===== src/rtl/hs_listener.sv =====
// Receiving side of a 4-phase req/ack handshake: synchronizes req_in, captures the bundled word,
// offers it on valid/ready, then acknowledges. Define HS_LISTENER_STATS_EN to build xfer_count.
module hs_listener #(
    parameter int DATA_WIDTH  = 8,
    parameter int SYNC_STAGES = 2,
    parameter int CNT_WIDTH   = 16
) (
    input  logic                  clk1,
    input  logic                  reset1,
    input  logic                  req_in,
    input  logic [DATA_WIDTH-1:0] data_in,
    output logic                  ack_out,
    output logic                  rcv_valid,
    output logic [DATA_WIDTH-1:0] rcv_data,
    input  logic                  rcv_ready,
    output logic                  busy,
    output logic                  proto_err,
    output logic [CNT_WIDTH-1:0]  xfer_count
);

    typedef enum logic [1:0] {
        IDLE = 2'd0,
        HOLD = 2'd1,
        ACK  = 2'd2
    } state_t;

    logic [SYNC_STAGES-1:0] sync_q;
    logic                   req_sync;
    logic                   req_prev_q;
    state_t                 state_q;
    logic                   ack_q;
    logic                   valid_q;
    logic [DATA_WIDTH-1:0]  data_q;
    logic                   err_q;

    always_ff @(posedge clk1 or negedge reset1) begin
        if (!reset1) begin
            sync_q <= '0;
        end else begin
            sync_q <= {sync_q[SYNC_STAGES-2:0], req_in};
        end
    end

    assign req_sync = sync_q[SYNC_STAGES-1];

    // req_prev_q lets HOLD distinguish the falling edge of req_sync from a level
    // that has already been reported, so proto_err is a single-cycle pulse.
    always_ff @(posedge clk1 or negedge reset1) begin
        if (!reset1) begin
            state_q    <= IDLE;
            ack_q      <= 1'b0;
            valid_q    <= 1'b0;
            data_q     <= '0;
            err_q      <= 1'b0;
            req_prev_q <= 1'b0;
        end else begin
            req_prev_q <= req_sync;
            err_q      <= 1'b0;
            case (state_q)
                IDLE: begin
                    if (req_sync) begin
                        data_q  <= data_in;
                        valid_q <= 1'b1;
                        state_q <= HOLD;
                    end
                end
                HOLD: begin
                    if (req_prev_q && !req_sync) begin
                        err_q <= 1'b1;
                    end
                    if (valid_q && rcv_ready) begin
                        valid_q <= 1'b0;
                        ack_q   <= 1'b1;
                        state_q <= ACK;
                    end
                end
                ACK: begin
                    if (!req_sync) begin
                        ack_q   <= 1'b0;
                        state_q <= IDLE;
                    end
                end
                default: begin
                    ack_q   <= 1'b0;
                    valid_q <= 1'b0;
                    state_q <= IDLE;
                end
            endcase
        end
    end

    assign ack_out   = ack_q;
    assign rcv_valid = valid_q;
    assign rcv_data  = data_q;
    assign proto_err = err_q;
    assign busy      = (state_q != IDLE);

`ifdef HS_LISTENER_STATS_EN
    logic [CNT_WIDTH-1:0] cnt_q;
    logic [CNT_WIDTH-1:0] cnt_d;

    // Counts on the ACK->IDLE edge, i.e. once per completed return-to-zero.
    always_comb begin
        cnt_d = cnt_q;
        if (state_q == ACK && !req_sync) begin
            cnt_d = cnt_q + CNT_WIDTH'(1);
        end
    end

    always_ff @(posedge clk1 or negedge reset1) begin
        if (!reset1) begin
            cnt_q <= '0;
        end else begin
            cnt_q <= cnt_d;
        end
    end

    assign xfer_count = cnt_q;
`else
    assign xfer_count = '0;
`endif

endmodule


===== config.mk =====
export PLATFORM = sky130hd
export DESIGN_NAME = hs_listener
export DESIGN_NICKNAME = d
export VERILOG_FILES = /design/src/rtl/hs_listener.sv
export SDC_FILE = /design/constraint.sdc
export NUM_CORES = 1
export LEC_CHECK = 0
export ABC_AREA = 1
export BUFFER_PORTS_ARGS = -buffer_cell sky130_fd_sc_hd__clkbuf_2
export CAP_MARGIN = 20
export CORE_MARGIN = 2
export CORE_UTILIZATION = 42
export DETAILED_ROUTE_END_ITERATION = 7
export PLACE_DENSITY = 0.76
export SYNTH_ARGS = -nofsm -noshare
export SYNTH_HDL_FRONTEND = slang
export SYNTH_SLANG_ARGS = --single-unit

===== constraint.sdc =====
create_clock -name clk1 -period 1.13 [get_ports clk1]
set_input_delay 0.1695 -clock clk1 [delete_from_list [all_inputs] [get_ports clk1]]
set_output_delay 0.1695 -clock clk1 [all_outputs]
set_load 0.005 [all_outputs]

-- After elaboration in Yosys (flattened, before gate mapping)
Cells that the tools add are included.
- input bits: 12
- register bits after elaboration: 16
- output and inout bits: 28
- word-level logic and storage cells: 35
- eq/ne operators: 5
- bitwise logic cells: 2
- multiplexer cells: 12
- reductions and logical operators: 9
- operator list (operator ; count):
    3-bit AND reduction ; 3
    1-bit two-way mux ; 6
    2-bit two-way mux ; 3
    2-bit inequality test, second input constant ; 3
    1-bit one-hot mux with 3 select lines ; 2
    2-bit one-hot mux with 3 select lines ; 1
    2-bit by 1-bit equality test with 1-bit output, second input constant ; 1
    2-bit equality test, second input constant ; 1
    1-bit logical AND ; 2
    2-bit zero test ; 1
    1-bit NOT ; 2
    2-bit AND reduction ; 1
    2-bit nonzero test ; 1
    1-bit zero test ; 1

-- Logic depth before layout (Yosys ltp)
Gate-level depths: netlist of the first run.
- word-level depth: 4
- gate-level depth with buffers: 4
- depth with buffers taken out: 4

-- Worst setup path before layout of the first run
OpenSTA, ideal clock, no wires.
- path kind: register to output
- start point: register state_q[1]
- end point: output port busy
- stages on the path, launching flop included: 4
- data arrival time: 712 ps
- setup slack: 249 ps
- path buffers: 1
- required time: 961 ps
- cells stage by stage: dfrtp_1 > nor2_2 > buf_6 > inv_1
- word-level cells in the longest chain between the ends: 1
- RTL lines (element ; line ; RTL):
    from (decl) ; 30 ; state_t state_q;
    from (signal assigned) ; 50 ; state_q <= IDLE;
    from (signal assigned) ; 64 ; state_q <= HOLD;
    from (signal assigned) ; 74 ; state_q <= ACK;
    2-bit nonzero test ; 96 ; assign busy = (state_q != IDLE);
    to (decl) ; 16 ; output logic busy,
No other way between the ends.

-- Final worst setup path of the first run
Ends and elaborated chain as after synthesis.

==> impl_metrics.tcl, run 1 <==
set metrics [dict create \
    status "finished, violations left" \
    violations "setup timing" \
    pwr-share-clk 0.174 \
    cts_root_buf "clkbuf_4" \
    critPathCaptureType "output port" \
    power.internal_w 0.00139 \
    critPathArrivalTime_ns 0.98 \
    hold_class "in2reg" \
    critical_path_class "reg2out" \
    setup_viol 1 \
    die_h_um 46.0 \
    cts_inserted_buffers 3 \
    area_delta_synth_final_pct 20.4 \
    gp_congestion 0.742 \
    fmaxAchievable_ghz 0.873 \
    drtIter0Drc 4 \
    coreArea_um2 1690 \
    ys.flop_type "dfrtp_1" \
    setup_ws_ns -0.0158 \
    drv_cap 0 \
    finalNetCount 123 \
    clk_pin_slew_ns 0.09 \
    cp_slowest_cell "dfrtp_2" \
    drive_gt1_frac 0.345 \
    io_pins 40 \
    syn_inst 80 \
    syn_area_um2 742 \
    placed_cell_area_um2 811 \
    switching_share 0.366 \
    slowest_delay_ns 0.43 \
    tns_ns -0.0158 \
    num_antenna_cells 0 \
    worst-path-buf-inv 2 \
    htreeDepth 1 \
    rsz0062_at_grt "true" \
    max-clock-path-buffers 2 \
    required_ns 0.96 \
    cp_cell_sequence "nor2_4, inv_2, clkbuf_2" \
    ys_top_cells_by_count "nand2_1 (22), buf_4 (17), dfrtp_1 (16)" \
    fin_crit_sh 1.01 \
    fp.dieW_um 46.0 \
    dieArea_um2 2120 \
    clock_skew_ns 0.000668 \
    route.detailed.drc 0 \
    ir_drop_mv 1.72 \
    fp-row-count 15 \
    path_max_fanout 2 \
    synth_warnings 0 \
    wl_per_cell_um 10.1 \
    insertion_delay_ns 0.29 \
    grt_max_degree 17 \
    cts_tree "done" \
    p_leak_nw 0.527 \
    final.fill_count 160 \
    fin_crit_ns 1.15 \
    yosysSeqAreaShare 0.540 \
    fin_util 0.529 \
    drt_pass1_iterations 4 \
    synthArstFlopShare 1.00 \
    vias 557 \
    postLayoutCellArea_um2 893 \
    start_kind "flip-flop" \
    dp_hpwl_um 958 \
    synth.largest_area_cell "dfrtp_1" \
    grt_usage 0.139 \
    p_seq_frac 0.431 \
    antenna_found_initial 0 \
    grt_pass1_vias 492 \
    p_switching_w 0.000802 \
    power.density_nw_per_um2 2450 \
    port_buffers 23 \
    synth_edf_count 0 \
    critPathTopFamily "flip-flops" \
    ant_nets 0 \
    wl_um 1280 \
    yosysMostFrequentCell "nand2_1" \
    grt_overflow_total 0 \
    syn_area_per_cell_um2 9.27 \
    ys_types 12 \
    finalHoldViolations 0 \
    yosys.area.top_type_share 0.540 \
    clock-sinks 16 \
    routed_via_density 4.39 \
    synth_area_leaders "dfrtp_1 (54%), buf_4 (17%), nand2_1 (11%)" \
    slew_viol_final 0 \
    ys_ff_latch 16 \
    p_comb_frac 0.395 \
    start_util 0.439 \
    grt_first_pass_wirelength_um 2040 \
]
==> final timing paths <==
check / slack (ns) / from / endpoint / depth (start not counted)
setup / recovery: -0.02 / state_q[1] / busy / 3
hold / removal: 0.1 / data_in[2] / rcv_data[2] / 3
setup reg to reg: 0.09 / state_q[1] / rcv_valid / 5
hold reg to reg: 0.36 / sync_q[0] / sync_q[1] / 0
max in group asynchronous: 0.50 / reset1 / state_q[1] / 2
min in group asynchronous: 0.33 / reset1 / rcv_data[0] / 2
==> flip-flops by register name, indices dropped and copies added, names as in the netlist <==
signal	flops
ack_out	1
proto_err	1
rcv_data	8
rcv_valid	1
req_prev_q	1
state_q	2
sync_q	2
==> worst reg2reg max path: stages (launching register included) <==
cell	delay, ns
dfrtp_2	0.43
nor2_4	0.13
buf_4	0.15
buf_4	0.14
a21oi_2	0.06
nor2_2	0.08
==> layout by cell type, fill, tap and decap left out, drive strengths merged <==
| cell type | instances |
|---|---|
| inv | 5 |
| dfrtp | 16 |
| nor2 | 4 |
| nand3 | 9 |
| nand2 | 23 |
| conb | 16 |
| clkbuf | 27 |
| dlygate4sd3 | 2 |
| buf | 4 |
| a21oi | 4 |
==> power groups by stage <==
stage / Sequential [W] / Combinational, W / Clock (W)
2_1_floorplan: 0.000946 / 0.000504 / 0
3_3_place_gp: 0.000942 / 0.000755 / 0
3_5_place_dp: 0.000951 / 0.000777 / 0
4_1_cts: 0.000945 / 0.000858 / 0.000386
5_1_grt: 0.000975 / 0.000991 / 0.000403
6_report: 0.000944 / 0.000866 / 0.000381
==> cell families after synthesis <==
group | synth area share
flip-flops | 0.540
other | 0.00505
AO/OA/AOI/OAI | 0.0320
buffers and inverters | 0.212
AND/OR/NAND/NOR | 0.211
==> metrics by stage <==
| step | std cells | hold slack [ns] | setup WS, ns | power (W) |
|---|---|---|---|---|
| finish | 127 | 0.0974 | -0.0158 | 0.00219 |
| global route | 127 | 0.113 | -0.0639 | 0.00237 |
| CTS | 127 | 0.0928 | -0.0208 | 0.00219 |
| detailed placement | 119 | 0.110 | 0.0778 | 0.00173 |
| global placement | 119 | 0.106 | 0.116 | 0.00170 |
| floorplan | 95 | -0.126 | 0.249 | 0.00145 |
==> what timing repair did <==
item,in CTS,in global routing
setup buffers,2,0
gates resized for setup,2,2
setup endpoints to repair,1,4
pin swaps,1,0
hold buffers,2,0
endpoints found under the hold margin,17,0
==> layer usage <==
metal / GRT usage / share of wire / routed length (um)
met5: 0 / 0 / 0
met4: 0.0514 / 0.015 / 19
met3: 0.0476 / 0.077 / 98
met2: 0.225 / 0.50 / 643
met1: 0.170 / 0.41 / 519
==> cell type report <==
cell class | count | area [um^2] | share of cell area
flip-flops and latches | 16 | 402 | 0.450
inverters | 5 | 18.8 | 0.0210
well taps | 17 | 21.3 | 0.0238
multi-input cells | 56 | 250 | 0.280
repair buffers | 29 | 165 | 0.185
clock buffers | 4 | 36.3 | 0.0406
(Power assumes the default switching activity.)
==> run 2, diff against run 1 <==
==> constraint.sdc (replaced) <==
create_clock -name clk1 -period 1.3 [get_ports clk1]
set_input_delay 0.325 -clock clk1 [delete_from_list [all_inputs] [get_ports clk1]]
set_output_delay 0.325 -clock clk1 [all_outputs]
set_load 0.005 [all_outputs]
==> impl_metrics.tcl, run 2 (synthesis gave the netlist of run 1 again) <==
set metrics [dict create \
    pwr-share-clk 0.171 \
    grt_max_degree 17 \
    fin_crit_sh 0.994 \
    cts_root_buf "clkbuf_4" \
    critPathTopFamily "flip-flops" \
    largest_register_ffs 8 \
    grt_first_pass_wirelength_um 1930 \
    htreeDepth 1 \
    final_common_cell "clkbuf_2" \
    gp_congestion 0.792 \
    ant_nets 0 \
    drtIter0Drc 5 \
    switching_share 0.359 \
    slew_viol_final 0 \
    critical_path_class "reg2out" \
    placed_cell_area_um2 811 \
    wl_per_cell_um 9.73 \
    power.density_nw_per_um2 2130 \
    drive_gt1_frac 0.339 \
    p_leak_nw 0.518 \
    drt_pass1_iterations 4 \
    grtUsageMet2 0.217 \
    area_delta_synth_final_pct 18.4 \
    rsz0062_at_grt "true" \
    route.detailed.drc 0 \
    vias 563 \
    p_seq_frac 0.436 \
    clock_skew_ns 0.00335 \
    start_kind "flip-flop" \
    antenna_found_initial 0 \
    final.fill_count 159 \
    setup_viol 0 \
    slowest_delay_ns 0.42 \
    routed_via_density 4.47 \
    cp_slowest_cell "dfrtp_1" \
    grt_usage 0.134 \
    port_buffers 23 \
    clk_pin_slew_ns 0.09 \
    cp_cell_sequence "nor2_4, inv_1, clkbuf_2" \
    finalHoldViolations 0 \
    cts_tree "done" \
    fp.dieW_um 46.0 \
    dieArea_um2 2120 \
    grtUsageMet3 0.0238 \
    worst-path-buf-inv 2 \
    total_power_w 0.00187 \
    clock-sinks 16 \
    ir_drop_mv 0.986 \
    postLayoutCellArea_um2 878 \
    p_comb_frac 0.393 \
    top_usage_layer "met2" \
    hold_class "in2reg" \
    start_util 0.439 \
    whs_ns 0.145 \
    cp-startpoint "state_q[0]" \
    status "finished, final reports clean" \
    coreArea_um2 1690 \
    grt_pass1_vias 475 \
    fmaxAchievable_ghz 0.774 \
    wl_um 1230 \
    die_h_um 46.0 \
    cts_inserted_buffers 3 \
    critPathCaptureType "output port" \
    power.internal_w 0.00120 \
    gr-usage-met1 0.155 \
    grt_overflow_total 0 \
    io_pins 40 \
    layout_common_cells "clkbuf_2 (23), nand2_1 (22), conb_1 (16)" \
    max-clock-path-buffers 2 \
    p_switching_w 0.000672 \
    finalNetCount 122 \
    timing.rr.start "state_q[0]" \
    fin_crit_ns 1.29 \
    drv_cap 0 \
    required_ns 0.98 \
    fp-row-count 15 \
    insertion_delay_ns 0.28 \
    dp_hpwl_um 956 \
    path_max_fanout 2 \
    critPathArrivalTime_ns 0.97 \
    hold_path.startpoint "req_in" \
    num_antenna_cells 0 \
]
run 2: cell count changes in the layout (fill, tap and decap cells not counted), sizes merged:
cell / change
dlygate4sd3: -1
run 2: final timing paths:
check | to | slack, ns | depth (start not counted)
setup reg to reg | rcv_data[4] | 0.26 | 5
min in group asynchronous | rcv_data[3] | 0.48 | 2
setup / recovery | busy | 0.008 | 3
hold reg to reg | sync_q[1] | 0.36 | 0
hold / removal | sync_q[0] | 0.14 | 1
max in group asynchronous | state_q[1] | 0.52 | 2
run 2: layer usage:
layer,wire length (um),vias up,share of wire
li1,-,272,-
met1,491,260,0.40
met2,633,29,0.52
met3,91,2,0.074
met4,10,0,0.0082
met5,0,-,0
run 2: timing repair:
item	in CTS	in global routing
hold endpoints to repair	16	0
setup endpoints to repair	1	1
buffers inserted	2	0
hold buffers	1	0
pin swaps	1	1
gates cloned	0	0
gates resized for setup	2	0
run 2: cell type report:
cell class / count / area, um^2 / share of cell area
Timing Repair Buffer: 28 / 155 / 0.177
Inverter: 5 / 18.8 / 0.0214
Tap cell: 17 / 21.3 / 0.0242
Sequential cell: 16 / 402 / 0.457
Clock buffer: 4 / 36.3 / 0.0413
Multi-Input combinational cell: 56 / 245 / 0.279
run 2: metrics by stage:
| step | worst slack (ns) | utilization | setup TNS [ns] | std cells |
|---|---|---|---|---|
| 2_1_floorplan | 0.263 | - | 0 | 95 |
| 3_3_place_gp | 0.224 | 0.480 | 0 | 119 |
| 3_5_place_dp | 0.200 | 0.480 | 0 | 119 |
| 4_1_cts | -0.0157 | 0.520 | -0.0157 | 126 |
| 5_1_grt | -0.0384 | 0.520 | -0.0384 | 126 |
| 6_report | 0.00800 | 0.520 | 0 | 126 |
run 2: power by group through the flow:
stage,logic [W],clock network [W],registers [W]
after floorplan,0.000438,0,0.000822
final,0.000735,0.000321,0.000817
after global routing,0.000849,0.000354,0.000841
after global placement,0.000658,0,0.000813
after detailed placement,0.000680,0,0.000826
after CTS,0.000745,0.000328,0.000823
